--- src/rtl/jtag_tap_param_if.sv ---
`default_nettype none
// ============================================================================
// Module   : jtag_tap_param_if
// Brief    : JTAG header pins and board-side parallel buses for the
//            parametrised TAP (TCK/RST are plain ports on the TAP itself).
// Revision : 1.0 - initial release
// ============================================================================
interface jtag_tap_param_if #(
    parameter int IR_WIDTH  = 4,
    parameter int BSR_LEN   = 10,
    parameter int UDR_WIDTH = 8
);
    logic                 TMS;
    logic                 TDI;
    logic                 TDO;
    logic                 TDO_EN;
    logic [3:0]           state;
    logic [IR_WIDTH-1:0]  IR_LATCH;
    logic [BSR_LEN-1:0]   BSR_IN;
    logic [BSR_LEN-1:0]   BSR_UPD;
    logic [UDR_WIDTH-1:0] UDR_OUT;
    logic                 EXTEST_ACTIVE;
    logic                 INTEST_ACTIVE;

    // Header/board side that drives the TAP
    modport master (
        output TMS, TDI, BSR_IN,
        input  TDO, TDO_EN, state, IR_LATCH, BSR_UPD, UDR_OUT,
               EXTEST_ACTIVE, INTEST_ACTIVE
    );

    // The TAP controller itself
    modport slave (
        input  TMS, TDI, BSR_IN,
        output TDO, TDO_EN, state, IR_LATCH, BSR_UPD, UDR_OUT,
               EXTEST_ACTIVE, INTEST_ACTIVE
    );
endinterface
`default_nettype wire

--- src/rtl/jtag_tap_param.sv ---
`default_nettype none
// ============================================================================
// Module   : jtag_tap_param
// Brief    : Parametrised IEEE 1149.1 TAP: 16-state FSM, IR, IDCODE, BYPASS,
//            boundary-scan register and user data register.
//            Optional macro JTAG_CLAMP_EN adds the CLAMP instruction (opcode 4).
// Revision : 1.0 - initial release
// ============================================================================
module jtag_tap_param #(
    parameter int          IR_WIDTH   = 4,
    parameter int          BSR_LEN    = 10,
    parameter int          UDR_WIDTH  = 8,
    parameter logic [31:0] IDCODE_VAL = 32'h0000_1093
) (
    input  wire logic        TCK,
    input  wire logic        RST,
    jtag_tap_param_if.slave  bus
);
    // TAP state encoding (standard 1149.1 codes)
    localparam logic [3:0] c_TLR   = 4'hF;
    localparam logic [3:0] c_RTI   = 4'hC;
    localparam logic [3:0] c_SELDR = 4'h7;
    localparam logic [3:0] c_CAPDR = 4'h6;
    localparam logic [3:0] c_SHDR  = 4'h2;
    localparam logic [3:0] c_EX1DR = 4'h1;
    localparam logic [3:0] c_PSDR  = 4'h3;
    localparam logic [3:0] c_EX2DR = 4'h0;
    localparam logic [3:0] c_UPDR  = 4'h5;
    localparam logic [3:0] c_SELIR = 4'h4;
    localparam logic [3:0] c_CAPIR = 4'hE;
    localparam logic [3:0] c_SHIR  = 4'hA;
    localparam logic [3:0] c_EX1IR = 4'h9;
    localparam logic [3:0] c_PSIR  = 4'hB;
    localparam logic [3:0] c_EX2IR = 4'h8;
    localparam logic [3:0] c_UPIR  = 4'hD;

    // Opcodes, zero-extended to the IR width; all-ones (BYPASS) falls to default
    localparam logic [IR_WIDTH-1:0] c_OP_IDCODE   = IR_WIDTH'(7);
    localparam logic [IR_WIDTH-1:0] c_OP_SAMPLE   = IR_WIDTH'(1);
    localparam logic [IR_WIDTH-1:0] c_OP_EXTEST   = IR_WIDTH'(2);
    localparam logic [IR_WIDTH-1:0] c_OP_INTEST   = IR_WIDTH'(3);
    localparam logic [IR_WIDTH-1:0] c_OP_USERCODE = IR_WIDTH'(8);
`ifdef JTAG_CLAMP_EN
    localparam logic [IR_WIDTH-1:0] c_OP_CLAMP    = IR_WIDTH'(4);
`endif
    localparam logic [IR_WIDTH-1:0] c_IR_CAPTURE  = IR_WIDTH'(2'b01);

    logic [3:0]           r_state;
    logic [3:0]           w_next_state;
    logic [IR_WIDTH-1:0]  r_ir_shift;
    logic [IR_WIDTH-1:0]  r_ir_latch;
    logic [31:0]          r_id_shift;
    logic [BSR_LEN-1:0]   r_bsr_shift;
    logic [BSR_LEN-1:0]   r_bsr_upd;
    logic [UDR_WIDTH-1:0] r_udr_shift;
    logic [UDR_WIDTH-1:0] r_udr_out;
    logic                 r_bypass;
    logic                 w_sel_id, w_sel_bsr, w_sel_udr, w_sel_byp;
    logic                 w_extest, w_intest;
    logic                 w_tdo, w_tdo_en;

    // State register: RST forces Test-Logic-Reset regardless of TMS
    always_ff @(posedge TCK) begin
        if (RST) r_state <= c_TLR;
        else     r_state <= w_next_state;
    end

    // Next-state logic: standard 1149.1 transitions on TMS
    always_comb begin
        w_next_state = r_state;
        case (r_state)
            c_TLR:   w_next_state = bus.TMS ? c_TLR   : c_RTI;
            c_RTI:   w_next_state = bus.TMS ? c_SELDR : c_RTI;
            c_SELDR: w_next_state = bus.TMS ? c_SELIR : c_CAPDR;
            c_CAPDR: w_next_state = bus.TMS ? c_EX1DR : c_SHDR;
            c_SHDR:  w_next_state = bus.TMS ? c_EX1DR : c_SHDR;
            c_EX1DR: w_next_state = bus.TMS ? c_UPDR  : c_PSDR;
            c_PSDR:  w_next_state = bus.TMS ? c_EX2DR : c_PSDR;
            c_EX2DR: w_next_state = bus.TMS ? c_UPDR  : c_SHDR;
            c_UPDR:  w_next_state = bus.TMS ? c_SELDR : c_RTI;
            c_SELIR: w_next_state = bus.TMS ? c_TLR   : c_CAPIR;
            c_CAPIR: w_next_state = bus.TMS ? c_EX1IR : c_SHIR;
            c_SHIR:  w_next_state = bus.TMS ? c_EX1IR : c_SHIR;
            c_EX1IR: w_next_state = bus.TMS ? c_UPIR  : c_PSIR;
            c_PSIR:  w_next_state = bus.TMS ? c_EX2IR : c_PSIR;
            c_EX2IR: w_next_state = bus.TMS ? c_UPIR  : c_SHIR;
            c_UPIR:  w_next_state = bus.TMS ? c_SELDR : c_RTI;
            default: w_next_state = c_TLR;
        endcase
    end

    // Instruction decode: selects the data register and the test-mode flags
    always_comb begin
        w_sel_id  = 1'b0;
        w_sel_bsr = 1'b0;
        w_sel_udr = 1'b0;
        w_sel_byp = 1'b0;
        w_extest  = 1'b0;
        w_intest  = 1'b0;
        case (r_ir_latch)
            c_OP_IDCODE:   w_sel_id  = 1'b1;
            c_OP_SAMPLE:   w_sel_bsr = 1'b1;
            c_OP_EXTEST:   begin w_sel_bsr = 1'b1; w_extest = 1'b1; end
            c_OP_INTEST:   begin w_sel_bsr = 1'b1; w_intest = 1'b1; end
            c_OP_USERCODE: w_sel_udr = 1'b1;
`ifdef JTAG_CLAMP_EN
            // Pins stay driven from BSR_UPD while only the bypass bit shifts
            c_OP_CLAMP:    begin w_sel_byp = 1'b1; w_extest = 1'b1; end
`endif
            default:       w_sel_byp = 1'b1;
        endcase
    end

    // Output logic: TDO mux of the active shift register LSB
    always_comb begin
        w_tdo    = 1'b0;
        w_tdo_en = 1'b0;
        if (r_state == c_SHIR) begin
            w_tdo    = r_ir_shift[0];
            w_tdo_en = 1'b1;
        end else if (r_state == c_SHDR) begin
            w_tdo_en = 1'b1;
            if (w_sel_id)       w_tdo = r_id_shift[0];
            else if (w_sel_bsr) w_tdo = r_bsr_shift[0];
            else if (w_sel_udr) w_tdo = r_udr_shift[0];
            else                w_tdo = r_bypass;
        end
    end

    // Datapath: capture/shift/update actions keyed on the current TAP state
    always_ff @(posedge TCK) begin
        if (RST) begin
            r_ir_shift  <= '0;
            r_ir_latch  <= c_OP_IDCODE;
            r_id_shift  <= '0;
            r_bsr_shift <= '0;
            r_bsr_upd   <= '0;
            r_udr_shift <= '0;
            r_udr_out   <= '0;
            r_bypass    <= 1'b0;
        end else begin
            case (r_state)
                c_CAPIR: r_ir_shift <= c_IR_CAPTURE;
                c_SHIR:  r_ir_shift <= {bus.TDI, r_ir_shift[IR_WIDTH-1:1]};
                c_UPIR:  r_ir_latch <= r_ir_shift;
                c_CAPDR: begin
                    if (w_sel_id)  r_id_shift  <= IDCODE_VAL;
                    if (w_sel_bsr) r_bsr_shift <= bus.BSR_IN;
                    if (w_sel_udr) r_udr_shift <= r_udr_out;
                    if (w_sel_byp) r_bypass    <= 1'b0;
                end
                c_SHDR: begin
                    // Concatenate-then-shift keeps single-bit widths legal
                    if (w_sel_id)  r_id_shift  <= {bus.TDI, r_id_shift[31:1]};
                    if (w_sel_bsr) r_bsr_shift <= BSR_LEN'({bus.TDI, r_bsr_shift} >> 1);
                    if (w_sel_udr) r_udr_shift <= UDR_WIDTH'({bus.TDI, r_udr_shift} >> 1);
                    if (w_sel_byp) r_bypass    <= bus.TDI;
                end
                c_UPDR: begin
                    if (w_sel_bsr) r_bsr_upd <= r_bsr_shift;
                    if (w_sel_udr) r_udr_out <= r_udr_shift;
                end
                c_TLR:   r_ir_latch <= c_OP_IDCODE;
                default: ;
            endcase
            // Entering TLR resets the instruction so IDCODE is active on arrival
            if (w_next_state == c_TLR) r_ir_latch <= c_OP_IDCODE;
        end
    end

    assign bus.TDO           = w_tdo;
    assign bus.TDO_EN        = w_tdo_en;
    assign bus.state         = r_state;
    assign bus.IR_LATCH      = r_ir_latch;
    assign bus.BSR_UPD       = r_bsr_upd;
    assign bus.UDR_OUT       = r_udr_out;
    assign bus.EXTEST_ACTIVE = w_extest;
    assign bus.INTEST_ACTIVE = w_intest;
endmodule
`default_nettype wire

--- src/flat_wrapper.sv ---
// flat-port wrapper written by rule: the top's interface ports become plain ports
module jtag_tap_param_flat 
#(
    parameter int          IR_WIDTH   = 4,
    parameter int          BSR_LEN    = 10,
    parameter int          UDR_WIDTH  = 8,
    parameter logic [31:0] IDCODE_VAL = 32'h0000_1093
)
  (TCK, RST, bus_TMS, bus_TDI, bus_BSR_IN, bus_TDO, bus_TDO_EN, bus_state, bus_IR_LATCH, bus_BSR_UPD, bus_UDR_OUT, bus_EXTEST_ACTIVE, bus_INTEST_ACTIVE);
  jtag_tap_param_if #(.IR_WIDTH(IR_WIDTH), .BSR_LEN(BSR_LEN), .UDR_WIDTH(UDR_WIDTH)) bus_i ();
  input  wire logic TCK;
  input  wire logic RST;
  input wire logic [$bits(bus_i.TMS)-1:0] bus_TMS;
  input wire logic [$bits(bus_i.TDI)-1:0] bus_TDI;
  input wire logic [$bits(bus_i.BSR_IN)-1:0] bus_BSR_IN;
  output wire logic [$bits(bus_i.TDO)-1:0] bus_TDO;
  output wire logic [$bits(bus_i.TDO_EN)-1:0] bus_TDO_EN;
  output wire logic [$bits(bus_i.state)-1:0] bus_state;
  output wire logic [$bits(bus_i.IR_LATCH)-1:0] bus_IR_LATCH;
  output wire logic [$bits(bus_i.BSR_UPD)-1:0] bus_BSR_UPD;
  output wire logic [$bits(bus_i.UDR_OUT)-1:0] bus_UDR_OUT;
  output wire logic [$bits(bus_i.EXTEST_ACTIVE)-1:0] bus_EXTEST_ACTIVE;
  output wire logic [$bits(bus_i.INTEST_ACTIVE)-1:0] bus_INTEST_ACTIVE;
  assign bus_i.TMS = bus_TMS;
  assign bus_i.TDI = bus_TDI;
  assign bus_i.BSR_IN = bus_BSR_IN;
  assign bus_TDO = bus_i.TDO;
  assign bus_TDO_EN = bus_i.TDO_EN;
  assign bus_state = bus_i.state;
  assign bus_IR_LATCH = bus_i.IR_LATCH;
  assign bus_BSR_UPD = bus_i.BSR_UPD;
  assign bus_UDR_OUT = bus_i.UDR_OUT;
  assign bus_EXTEST_ACTIVE = bus_i.EXTEST_ACTIVE;
  assign bus_INTEST_ACTIVE = bus_i.INTEST_ACTIVE;
  jtag_tap_param #(.IR_WIDTH(IR_WIDTH), .BSR_LEN(BSR_LEN), .UDR_WIDTH(UDR_WIDTH), .IDCODE_VAL(IDCODE_VAL)) u_core (.TCK(TCK), .RST(RST), .bus(bus_i));
endmodule
--- config.mk ---
export PLATFORM = sky130hd
export DESIGN_NAME = jtag_tap_param_flat
export DESIGN_NICKNAME = d
export VERILOG_FILES = /design/src/rtl/jtag_tap_param_if.sv /design/src/rtl/jtag_tap_param.sv /design/src/flat_wrapper.sv
export SDC_FILE = /design/constraint.sdc
export NUM_CORES = 1
export LEC_CHECK = 0
export CAP_MARGIN = 10
export CELL_PAD_IN_SITES_DETAIL_PLACEMENT = 1
export CELL_PAD_IN_SITES_GLOBAL_PLACEMENT = 2
export CORE_MARGIN = 2
export CORE_UTILIZATION = 36
export CTS_CLUSTER_SIZE = 8
export DETAILED_ROUTE_END_ITERATION = 8
export PLACE_DENSITY = 0.81
export SLEW_MARGIN = 15
export SYNTH_ARGS = -nofsm -noshare
export SYNTH_HDL_FRONTEND = slang
export SYNTH_SLANG_ARGS = --single-unit
--- constraint.sdc ---
create_clock -name TCK -period 3 [get_ports TCK]
set_input_delay 0.6 -clock TCK [delete_from_list [all_inputs] [get_ports TCK]]
set_output_delay 0.6 -clock TCK [all_outputs]
set_load 0.05 [all_outputs]
==> run_results.csv <==
group,metric,value,unit
global_route,pin_count_of_the_biggest_net_entering_global_routing,37,
yosys,async_set_or_reset_register_ratio_after_synthesis,0,
yosys,synth_enable_flop_cells,0,
routing,postRouteAntennaNets,0,
yosys,synth.top_cell.area_share,0.462,
status,run_status,"finished, final reports clean",
routing,wl_met3,253,um
floorplan,floorplan.die_area,0.0106,mm2
layout,ff_latch_area,0.00162,mm2
yosys,portion_of_the_post_synthesis_area_used_by_sequential_elements,0.462,
cts,clock_sinks,81,
yosys,synth.cell_area,0.00351,mm2
routing,drt-initial-drc-count,112,
cts,tritoncts_clock_tree,"yes",
worst_hold_path,min_to,"u_core.r_id_shift[23]",
setup_path,critical_path.reg2reg.startpoint,"u_core.bus.state[1]",
timing,finalHoldViolations,0,
power_and_ir_drop,ir_worst_vdd,0.212,mV
timing,max_freq,373,MHz
timing,timing_worst_slew_pin_value,0.693,ns
timing,fin_ws,0.319,ns
layout,fill_cells,1145,
routing,post-route-drc-count,0,
placement,post-place-cells,538,
global_route,grt_antenna_before_repair,0,
floorplan,io_pins,44,
placement,io_buffer_count,43,
yosys,syn_nets,401,
floorplan,floorplan.initialDensity,0.364,
routing,num_vias,2771,
routing,finalWirelength,7.86,mm
routing,viasPerCell,5.01,
global_route,overflow,0,
yosys,synth.lib_cells_used.distinct,44,
timing,drv_slew,0,
floorplan,placement_rows,36,
global_route,global_route_wire_length_before_repair,13.5,mm
routing,wl_per_cell,14.2,um
power_and_ir_drop,cellLeakagePower,1.50,nW
yosys,synth_top_area_cell,"dfxtp_1",
setup_path,setup.worst_path.end_class,"output port",
setup_path,cp_max_fo,12,
setup_path,timing.critical_path.from_type,"register",
setup_path,data_arrival_critical_path,2.08,ns
cts,post_cts_resized,0,
floorplan,die_width,103,um
global_route,via_count_of_the_first_global_routing_pass,2842,
worst_hold_path,hold_path_depth,2,
cts,ctsHtreeMaxLevel,3,
layout,layoutNonFillerInstCount,553,
timing,rsz0062_at_grt,"false",
cts,cts_hold_buffers,0,
routing,routed.top_layer,"met4",
timing,final.period_utilization,0.894,
cts,clockBufferDepth,2,
setup_path,worstPathBufferInverterCount,1,
yosys,synthesis.area_per_instance,9.07,um2
cts,master_cell_of_the_clock_root_buffer,"clkbuf_8",
setup_path,setup.worst_path.class,"reg2out",
power_and_ir_drop,p_per_area,540,mW/mm2
layout,antenna_cells_inserted,0,
layout,layout-drive-gt1-share,0.0857,
yosys,synth_seq_cells,81,
global_route,grt_use_total,0.159,
setup_path,r2r_end,"u_core.r_bsr_shift[9]",
timing,final.setup_skew,0.00725,ns
timing,setup_viol,0,
yosys,synth_cells,387,
placement,place.gp.congestion,0.761,
cts,numCtsBuffers,9,
placement,detailedPlacementHpwl,5.13,mm
layout,area.growth.synth_to_final,20.2,%
routing,drt_pre_antenna_iters,4,
cts,clock_insertion_delay_worst_skew,0.34,ns
timing,setup_tns,0,ns
worst_hold_path,worstHoldPathType,"reg2reg",
setup_path,timing.reg2reg.worst_path_depth,4,
placement,post_dp_cell_area,0.00400,mm2
setup_path,worst_ep_required_time,2.40,ns
routing,detailroute.wirelength.met2,3.60,mm
layout,multi_input_comb_area,0.00169,mm2
yosys,ys.warnings.count,0,
placement,dp_worst_setup_slack,0.661,ns
setup_path,reg2reg_slack,0.91,ns
setup_path,path_cells,"nand2_1 -> nor3_1 -> clkdlybuf4s50_1",
layout,layout.nets,430,
worst_hold_path,min_from,"u_core.r_id_shift[23]",
setup_path,critPathTopFamily,"buffers and inverters",
routing,met1_length,3.93,mm
cts,post_cts_buffers,0,
timing,timing.max_slew.rel_slack,0.538,
layout,fin_area,0.00422,mm2
yosys,synth.top_cells.by_area,"dfxtp_1 46%, mux2i_1 11%, nand3b_1 6.2%",
floorplan,core-area,0.00964,mm2
setup_path,critical_path.max_stage_delay,0.84,ns
cts,clkSlewWorstSetupHoldPaths,0.08,ns
power_and_ir_drop,total_power,2.28,mW
yosys,synth-main-ff-cell,"dfxtp_1",
setup_path,slowest_stage,"clkdlybuf4s50_1",
timing,final.min_clock_period,2.68,ns
job,drv.max_cap_violation_count,0,
floorplan,die_height,103,um
## through the flow
| stage | hold slack (ns) | util |
|---|---|---|
| floorplan | 0.432 | - |
| global placement | 0.439 | 0.415 |
| detailed placement | 0.448 | 0.415 |
| CTS | 0.460 | 0.438 |
| global route | 0.476 | 0.438 |
| finish | 0.457 | 0.438 |
## kinds of logic after synthesis
| kind of cell | Yosys count | share of synthesized area |
|---|---|---|
| AO/OA/AOI/OAI | 69 | 0.124 |
| AND/OR/NAND/NOR | 165 | 0.252 |
| multiplexers | 37 | 0.105 |
| buffers and inverters | 35 | 0.0574 |
| flip-flops | 81 | 0.462 |
## state kept, by name, summed over array words and instances, names as in the netlist
register / cells
u_core.r_id_shift: 32
u_core.bus.BSR_UPD: 10
u_core.r_bsr_shift: 10
u_core.bus.UDR_OUT: 8
u_core.r_udr_shift: 8
u_core.bus.IR_LATCH: 4
u_core.bus.state: 4
u_core.r_ir_shift: 4
u_core.r_bypass: 1
## placed cells by master, fill, tap and decap left out, drive strengths merged, types with 2 or more instances in the layout
cell type | netlist | routed
a22oi | 2 | 2
nor3b | 2 | 2
nand3b | 29 | 29
dfxtp | 81 | 81
and3 | 2 | 2
nor3 | 22 | 22
a211oi | 18 | 18
and2 | 4 | 4
nand4b | 2 | 2
nand3 | 4 | 4
mux2i | 37 | 37
a21oi | 35 | 35
bufinv | 0 | 2
o21ai | 6 | 6
nand2b | 2 | 2
clkinvlp | 0 | 2
or2 | 2 | 2
nor4b | 3 | 3
buf | 20 | 11
clkbuf | 14 | 10
clkdlybuf4s50 | 0 | 41
nor2 | 53 | 53
nand2 | 36 | 36
## tightest hold or removal path, stage by stage, from the launching register on
cell	delay [ns]
dfxtp_1	0.31
nand2_1	0.05
a21oi_1	0.05
## where the power goes
part | total [mW] | switching [mW] | internal, mW
Clock | 0.866 | 0.381 | 0.485
Combinational | 0.277 | 0.166 | 0.111
Sequential | 1.14 | 0.0440 | 1.09
Total | 2.28 | 0.591 | 1.69
## layer usage
metal | global-route usage | vias up
li1 | - | 1412
met1 | 0.217 | 1320
met2 | 0.254 | 32
met3 | 0.0353 | 7
met4 | 0.0425 | 0
met5 | 0 | -
## final cells by class
type / instances / share of cell area
timing repair buffer: 52 / 0.122
inverter: 1 / 0.000890
tap: 133 / 0.0394
sequential: 81 / 0.384
clock inverter: 5 / 0.0190
multi-input combinational: 271 / 0.402
clock buffer: 10 / 0.0326
## worst max path at each step
| stage | cells after the start | slack (ns) | from | to |
|---|---|---|---|---|
| after global routing | 3 | 0.11 | u_core.bus.IR_LATCH[0] | bus_INTEST_ACTIVE |
| after floorplan | 4 | 0.33 | u_core.bus.state[1] | bus_TDO |
| after global placement | 3 | 0.72 | u_core.bus.state[1] | bus_TDO_EN |
| after detailed placement | 3 | 0.66 | u_core.bus.IR_LATCH[0] | bus_INTEST_ACTIVE |
| final | 3 | 0.32 | u_core.bus.IR_LATCH[0] | bus_INTEST_ACTIVE |
| after CTS | 3 | 0.28 | u_core.bus.IR_LATCH[0] | bus_INTEST_ACTIVE |
## cells in the mapped netlist (all sizes together), types with 2 or more instances
master	n
and3	2
mux2i	37
dfxtp	81
a211oi	18
nand2	36
a21oi	35
o21ai	6
clkbuf	14
or2	2
nand2b	2
nand3	4
nand3b	29
nor4b	3
buf	20
nor2	53
nand4b	2
and2	4
a22oi	2
nor3b	2
nor3	22
(Power assumes the default switching activity.)
